`src/rtl/screen_pkg.sv`:
```
// Shared constants, state encoding and decode helper for the screen timing pipeline.
package screen_pkg;

    localparam int unsigned COORD_W = 10;

    localparam int unsigned DEF_H_ACTIVE = 834;
    localparam int unsigned DEF_H_FP     = 16;
    localparam int unsigned DEF_H_SYNC   = 96;
    localparam int unsigned DEF_H_BP     = 48;
    localparam int unsigned DEF_V_ACTIVE = 456;
    localparam int unsigned DEF_V_FP     = 10;
    localparam int unsigned DEF_V_SYNC   = 2;
    localparam int unsigned DEF_V_BP     = 33;

    typedef enum logic {
        IDLE = 1'b0,
        RUN  = 1'b1
    } state_e;

    // Half-open interval test [lo, hi) on a raster coordinate.
    function automatic logic in_range(input logic [COORD_W-1:0] x,
                                      input logic [COORD_W-1:0] lo,
                                      input logic [COORD_W-1:0] hi);
        return (x >= lo) && (x < hi);
    endfunction

endpackage

```
`src/rtl/screen_delay_line.sv`:
```
// Fixed-depth register pipeline with synchronous reset to a parameterised value.
module screen_delay_line #(
    parameter int unsigned   W       = 1,
    parameter int unsigned   DEPTH   = 1,
    parameter logic [W-1:0]  RST_VAL = '0
) (
    input  logic         clk_i,
    input  logic         rst_i,
    input  logic [W-1:0] din_i,
    output logic [W-1:0] dout_o
);

    logic [W-1:0] pipe_q [DEPTH];

    always_ff @(posedge clk_i) begin
        if (rst_i) begin
            for (int i = 0; i < int'(DEPTH); i++) begin
                pipe_q[i] <= RST_VAL;
            end
        end else begin
            pipe_q[0] <= din_i;
            for (int i = 1; i < int'(DEPTH); i++) begin
                pipe_q[i] <= pipe_q[i-1];
            end
        end
    end

    assign dout_o = pipe_q[DEPTH-1];

endmodule

```
`src/rtl/screen_timing_gen.sv`:
```
// Raster timing master: prefetch coordinates one stage early, syncs/de delayed to
// line up with the downstream registered pixel value. Runs in whole frames only.
module screen_timing_gen
    import screen_pkg::*;
#(
    parameter int unsigned H_ACTIVE = DEF_H_ACTIVE,
    parameter int unsigned H_FP     = DEF_H_FP,
    parameter int unsigned H_SYNC   = DEF_H_SYNC,
    parameter int unsigned H_BP     = DEF_H_BP,
    parameter int unsigned V_ACTIVE = DEF_V_ACTIVE,
    parameter int unsigned V_FP     = DEF_V_FP,
    parameter int unsigned V_SYNC   = DEF_V_SYNC,
    parameter int unsigned V_BP     = DEF_V_BP,
    parameter bit          H_POL    = 1'b1,
    parameter bit          V_POL    = 1'b1,
    parameter int unsigned PIX_LAT  = 1
) (
    input  logic               clk,
    input  logic               rst,
    input  logic               en,
    output logic               hsync,
    output logic               vsync,
    output logic               de,
    output logic [COORD_W-1:0] pf_pix_row,
    output logic [COORD_W-1:0] pf_pix_col,
    output logic               pf_active,
    output logic               frame_start,
    output logic               line_start
);

    localparam int unsigned H_TOTAL = H_ACTIVE + H_FP + H_SYNC + H_BP;
    localparam int unsigned V_TOTAL = V_ACTIVE + V_FP + V_SYNC + V_BP;

    if (H_TOTAL > 1024 || V_TOTAL > 1024 || PIX_LAT < 1) begin : g_bad_cfg
        $error("screen_timing_gen: totals must be <= 1024 and PIX_LAT >= 1");
    end

    localparam logic [COORD_W-1:0] H_LAST   = COORD_W'(H_TOTAL - 1);
    localparam logic [COORD_W-1:0] V_LAST   = COORD_W'(V_TOTAL - 1);
    localparam logic [COORD_W-1:0] H_VIS    = COORD_W'(H_ACTIVE);
    localparam logic [COORD_W-1:0] V_VIS    = COORD_W'(V_ACTIVE);
    localparam logic [COORD_W-1:0] HS_START = COORD_W'(H_ACTIVE + H_FP);
    localparam logic [COORD_W-1:0] HS_END   = COORD_W'(H_ACTIVE + H_FP + H_SYNC);
    localparam logic [COORD_W-1:0] VS_START = COORD_W'(V_ACTIVE + V_FP);
    localparam logic [COORD_W-1:0] VS_END   = COORD_W'(V_ACTIVE + V_FP + V_SYNC);
    localparam logic [COORD_W-1:0] ONE      = COORD_W'(1);

    state_e             state_q;
    logic [COORD_W-1:0] h_q;
    logic [COORD_W-1:0] v_q;

    // Stopping is only honoured on the last cycle of a frame.
    always_ff @(posedge clk) begin
        if (rst) begin
            state_q <= IDLE;
            h_q     <= '0;
            v_q     <= '0;
        end else begin
            unique case (state_q)
                IDLE: begin
                    if (en) state_q <= RUN;
                end
                RUN: begin
                    if (h_q == H_LAST) begin
                        h_q <= '0;
                        if (v_q == V_LAST) begin
                            v_q <= '0;
                            if (!en) state_q <= IDLE;
                        end else begin
                            v_q <= v_q + ONE;
                        end
                    end else begin
                        h_q <= h_q + ONE;
                    end
                end
                default: state_q <= IDLE;
            endcase
        end
    end

    logic       running;
    logic       hs_raw;
    logic       vs_raw;
    logic [2:0] dly_out;

    assign running     = (state_q == RUN);
    assign pf_active   = running && (h_q < H_VIS) && (v_q < V_VIS);
    assign hs_raw      = running && in_range(h_q, HS_START, HS_END);
    assign vs_raw      = running && in_range(v_q, VS_START, VS_END);
    assign frame_start = running && (h_q == '0) && (v_q == '0);
    assign line_start  = running && (h_q == '0);
    assign pf_pix_row  = v_q;
    assign pf_pix_col  = h_q;

    screen_delay_line #(
        .W       (3),
        .DEPTH   (PIX_LAT),
        .RST_VAL (3'b000)
    ) u_dly (
        .clk_i  (clk),
        .rst_i  (rst),
        .din_i  ({hs_raw, vs_raw, pf_active}),
        .dout_o (dly_out)
    );

    assign hsync = dly_out[2] ? H_POL : ~H_POL;
    assign vsync = dly_out[1] ? V_POL : ~V_POL;
    assign de    = dly_out[0];

endmodule

```
`config.mk`:
```
export PLATFORM = sky130hd
export DESIGN_NAME = screen_timing_gen
export DESIGN_NICKNAME = d
export VERILOG_FILES = /design/src/rtl/screen_pkg.sv /design/src/rtl/screen_delay_line.sv /design/src/rtl/screen_timing_gen.sv
export SDC_FILE = /design/constraint.sdc
export NUM_CORES = 1
export LEC_CHECK = 0
export BUFFER_PORTS_ARGS = -buffer_cell sky130_fd_sc_hd__buf_2
export CORE_AREA = 2 2 53 55
export DETAILED_ROUTE_END_ITERATION = 8
export DIE_AREA = 0 0 55 57
export GPL_TIMING_DRIVEN = 0
export PLACE_DENSITY = 0.75
export RECOVER_POWER = 100
export SLEW_MARGIN = 30
export SYNTH_ARGS = -nofsm -noshare
export SYNTH_HDL_FRONTEND = slang
export SYNTH_SLANG_ARGS = --single-unit
```
`constraint.sdc`:
```
create_clock -name clk -period 2.2 [get_ports clk]
set_input_delay 0.44 -clock clk [delete_from_list [all_inputs] [get_ports clk]]
set_output_delay 0.44 -clock clk [all_outputs]
set_load 0.01 [all_outputs]
```
**Word level (Yosys, flattened, before mapping)**

Memory sizes are Yosys's and may differ from the RTL's.
Index checks and enable logic that the tools add are counted.

- Register bits: 21
- Input port bits: 3
- Memory bits (writable): 3
- Output and inout bits: 26
- Memories: 1
- Logic and storage cells: 40

- Bitwise gates (word level): 1
- Muxes and demuxes: 13
- Add/subtract/negate cells: 2
- Equality and inequality tests: 2
- Reductions and logical operators: 12
- Magnitude comparators: 6

Memories:

| name | words | bits a word | rd ports | clocked after memory_dff | write ports | line | source |
|---|---|---|---|---|---|---|---|
| u_dly.pipe_q | 1 | 3 | 1 | 0 | 1 | screen_delay_line.sv:13 | `logic [W-1:0] pipe_q [DEPTH];` |

Operators with widths:

| kind | number |
|---|---|
| adder 10 x 1 -> 10 bit, second input constant | 2 |
| logical NOT 10 bit | 2 |
| < comparator 10 bit, second input constant | 2 |
| < comparator 10 x 9 -> 1 bit, second input constant | 2 |
| 2-to-1 mux 10 bit | 2 |
| equality test 10 bit, second input constant | 1 |
| equality test 10 x 9 -> 1 bit, second input constant | 1 |
| >= comparator 10 bit, second input constant | 1 |
| >= comparator 10 x 9 -> 1 bit, second input constant | 1 |
| 2-to-1 mux 1 bit | 9 |
| logical AND 1 bit | 8 |
| 2-to-1 mux 3 bit | 1 |
| OR reduction 3 bit | 1 |
| case mux 1 bit (2 select lines) | 1 |
| AND reduction 2 bit | 1 |
| NOT 1 bit | 1 |

**Logic depth before layout (Yosys ltp)**

- Depth after elaboration: 4
- Gate-level depth with buffers: 7
- Mapped depth without buffers: 6

**Hierarchy**

Synthesis repeated with hierarchy kept, for this count alone.

- Cells, all modules: 152
- Area total of the unflattened synthesis: 1315.0 um2

By module, submodules not included:

| module | cells an instance | instances | area each (um2) | sequential area each (um2) |
|---|---|---|---|---|
| screen_timing_gen | 146 | 1 | 1236.2 | 420.4 |
| screen_delay_line | 6 | 1 | 78.8 | 60.1 |

**Least setup slack after synthesis**

OpenSTA, ideal clock, no wires.

- Path kind: reg2out
- Start: reg h_q[2], in the netlist pf_pix_col[2]
- End: out frame_start
- Required time: 1760 ps
- Path buffers: 1
- Arrival: 1581 ps
- Cell stages (with the launch flop): 5
- Setup slack: 179 ps
- Cells stage by stage: dfxtp_1 > buf_6 > nor4b_4 > and4b_1 > nor4bb_1

- Longest elaborated chain between the ends: 3

RTL lines:

| what | line | source |
|---|---|---|
| start: declaration | screen_timing_gen.sv:49 | `logic [COORD_W-1:0] h_q;` |
| start signal: assignment | screen_timing_gen.sv:73 | `h_q <= h_q + ONE;` |
| logical NOT 10 bit | n/a |  |
| logical AND 1 bit | n/a |  |
| named net line_start | screen_timing_gen.sv:28 | `output logic line_start` |
| logical AND 1 bit | screen_timing_gen.sv:90 | `assign frame_start = running && (h_q == '0) && (v_q == '0);` |
| end: declaration | screen_timing_gen.sv:27 | `output logic frame_start,` |

The timed path passes the listed nets, and every way through them passes these cells.

**Worst setup path after layout**

- Start: reg h_q[4], in the netlist pf_pix_col[4]
- End: out pf_active

- Longest elaborated chain between the ends: 3

RTL lines:

| what | line | source |
|---|---|---|
| < comparator 10 bit | screen_timing_gen.sv:87 | `assign pf_active = running && (h_q < H_VIS) && (v_q < V_VIS);` |
| logical AND 1 bit (2 in series) | screen_timing_gen.sv:87 |  |
| end: declaration | screen_timing_gen.sv:26 | `output logic pf_active,` |

Every way passes these cells.

==> metrics.yaml <==
outcome: "complete, no violations"
relSlewSlack_pct: 69.3
finalNetCount: 196
wire_per_inst_um: 13.8
dp_hpwl_um: 2010
diodes: 0
htree_levels: 1
detail-route-antenna-nets: 0
whs_ns: 0.294
use_met1_pct: 28.0
met3_usage_pct: 2.36
worst_slew_pin_slew_ns: 0.461
first_pass_iters: 4
rows: 19
final_layout_size_suffix_gt1_share_pct: 30.5
yosysWarnings: 0
drt-initial-drc-count: 36
synth.ff_latch_count: 24
place_ws_ns: 0.189
place_congestion: 0.796
p_leak_uw: 0.000678
critical_path_arrival_ns: 1.73
start_util_pct: 49.2
grt_pass1_vias: 1102
crit_path_end_kind: "primary output"
cts-root-buf: "clkbuf_4"
min_path_type: "primary input to register"
path_clk_slew_ns: 0.14
ys_types: 37
crit_required_ns: 1.76
crit_chain: "or3_4 -> o31ai_4 -> a21oi_2 -> nor3b_2 -> buf_2"
slowest_stage: "or3_4"
rr_worst_depth: 11
min_period_ns: 2.17
fmax_ghz: 0.460
track_usage_pct: 20.2
synth_cells: 148
synth_fp_nets: 156
gr-total-overflow: 0
die_w_um: 55
grt_pass1_wl_um: 4740
cts_buffers: 3
fin_crit_sh_pct: 98.9
syn_area_um2: 1290
io-pin-count: 29
setup_viol: 0
min_path_cells: 2
met2_usage_pct: 31.5
areaGrowthSynthToFinish_pct: 25.8
wl_um: 3010
drv_cap: 0
seq_area_frac_synth_pct: 37.3
cts.sinks: 24
crit_path_start_kind: "register"
port_buffers: 28
clock_path_buffers: 2
antenna_found_initial: 0
critPathMaxStageDelay_ns: 0.40
peakVddDrop_mv: 0.385
nFillCells: 233
hold_viol_final: 0
skew_ns: 0.00641
fin_ws_ns: 0.0253
avgSynthCellArea_um2: 8.70
worstPathMaxFanout: 4
cts_tree: "done"
drcViolationCount: 0
drv_slew: 0
dr_total_vias: 1269
fp.coreArea_um2: 2620
die_h_um: 57
via_per_inst: 5.82
grt_setup_unrepaired: "yes"
die_area_um2: 3140
clock_latency_ns: 0.33
top_usage_layer: "met2"
grt_max_degree: 14
path_class: "register to primary output"
p_per_area_nw_per_um2: 466
[cell families (layout without fill, tap and decap cells)]
group,count (synthesis),in the layout,synth area share [%]
simple gates,70,70,32.4
flops,24,24,37.3
compound gates,20,20,10.0
buf+inv,14,53,5.05
xor+xnor,13,13,8.84
fa+ha+maj,5,5,4.86
mux,2,2,1.55
[synth_stat cells, drive strengths merged]
cell / number / share of area [%]
a211oi: 1 / 0.58
or2b: 1 / 0.58
ha: 5 / 4.9
a21oi: 7 / 2.7
o31a: 1 / 0.68
or3: 5 / 2.4
nand2: 9 / 2.6
nor3b: 1 / 0.58
o21ai: 4 / 1.6
o31ai: 3 / 1.7
xnor2: 8 / 5.4
dfxtp: 24 / 37
clkbuf: 2 / 0.58
or4b: 1 / 0.78
nand3: 7 / 3.7
a211o: 1 / 0.68
nor4bb: 2 / 1.6
nand4: 7 / 3.4
mux2i: 2 / 1.6
nor4: 5 / 2.4
buf: 5 / 2.4
or4: 3 / 1.7
nor2: 16 / 4.7
nor3: 3 / 1.2
xor2: 5 / 3.4
inv: 7 / 2.0
nand2b: 1 / 0.49
o211ai: 1 / 0.58
nor4b: 2 / 2.5
o21bai: 2 / 1.5
and4b: 1 / 0.78
and3: 6 / 2.9
[area by class of cell]
type                            instances  area [um^2]  share of cell area, %
Tap cell                               31         38.8                   2.40
Timing Repair Buffer                   38          210                   13.0
Sequential cell                        24          490                   30.3
Inverter                                7         26.3                   1.62
Clock buffer                            4         36.3                   2.24
Buffer                                  4         21.3                   1.31
Multi-Input combinational cell        110          796                   49.1
[through the flow]
stage	instances	power (uW)	area (um^2)	utilization (%)	setup TNS, ns
2_1_floorplan	148	494	1290	-	0
3_3_place_gp	207	513	1470	56.1	0
3_5_place_dp	207	514	1470	56.1	0
4_1_cts	218	755	1580	60.3	-0.0251
5_1_grt	218	778	1620	61.9	-0.0412
6_report	218	755	1620	61.9	0
[power breakdown]
| group | switching [uW] | total (uW) | internal, uW |
|---|---|---|---|
| Combinational | 33.3 | 62.6 | 29.3 |
| Sequential | 8.81 | 448 | 439 |
| Clock | 143 | 245 | 101 |
| Total | 185 | 755 | 570 |
[metal layers]
metal | wire (um) | vias to the layer above
met5 | 0 | -
met4 | 62 | 0
met3 | 171 | 6
met2 | 1410 | 37
met1 | 1370 | 615
li1 | - | 611
[cell usage in the layout (no fill, tap or decap), types with 6 or more instances in the layout]
master,count
buf_4,11
xnor2_1,8
nand2_1,9
buf_2,26
nor2_1,16
nand4_1,7
and3_1,6
a21oi_1,6
inv_1,7
nand3_1,6
dfxtp_1,18
[worst paths after layout]
check	from	end	slack, ns
min	rst	running	0.29
min reg2reg	pf_pix_row[9]	pf_pix_row[9]	0.51
max reg2reg	pf_pix_col[4]	u_dly.pipe_q[0][0]	0.06
max	pf_pix_col[4]	pf_active	0.03
[sequential cells by signal, indices dropped and copies added, names as in the netlist]
signal        count
u_dly.pipe_q      3
pf_pix_row       10
pf_pix_col       10
running           1
[worst max-delay path: cells and delay by family (launching register included)]
family | cells | cell delay [ns]
compound gates | 2 | 0.29
buf+inv | 1 | 0.15
flops | 1 | 0.39
simple gates | 2 | 0.58
[repair_timing]
action,CTS,global route
resized for setup,6,12
hold buffers,0,0
pin swaps,8,5
setup endpoints to repair,2,3
buffers inserted,10,0
endpoints found under the hold margin,0,0
Note: power is estimated with default switching activity, not from simulation.
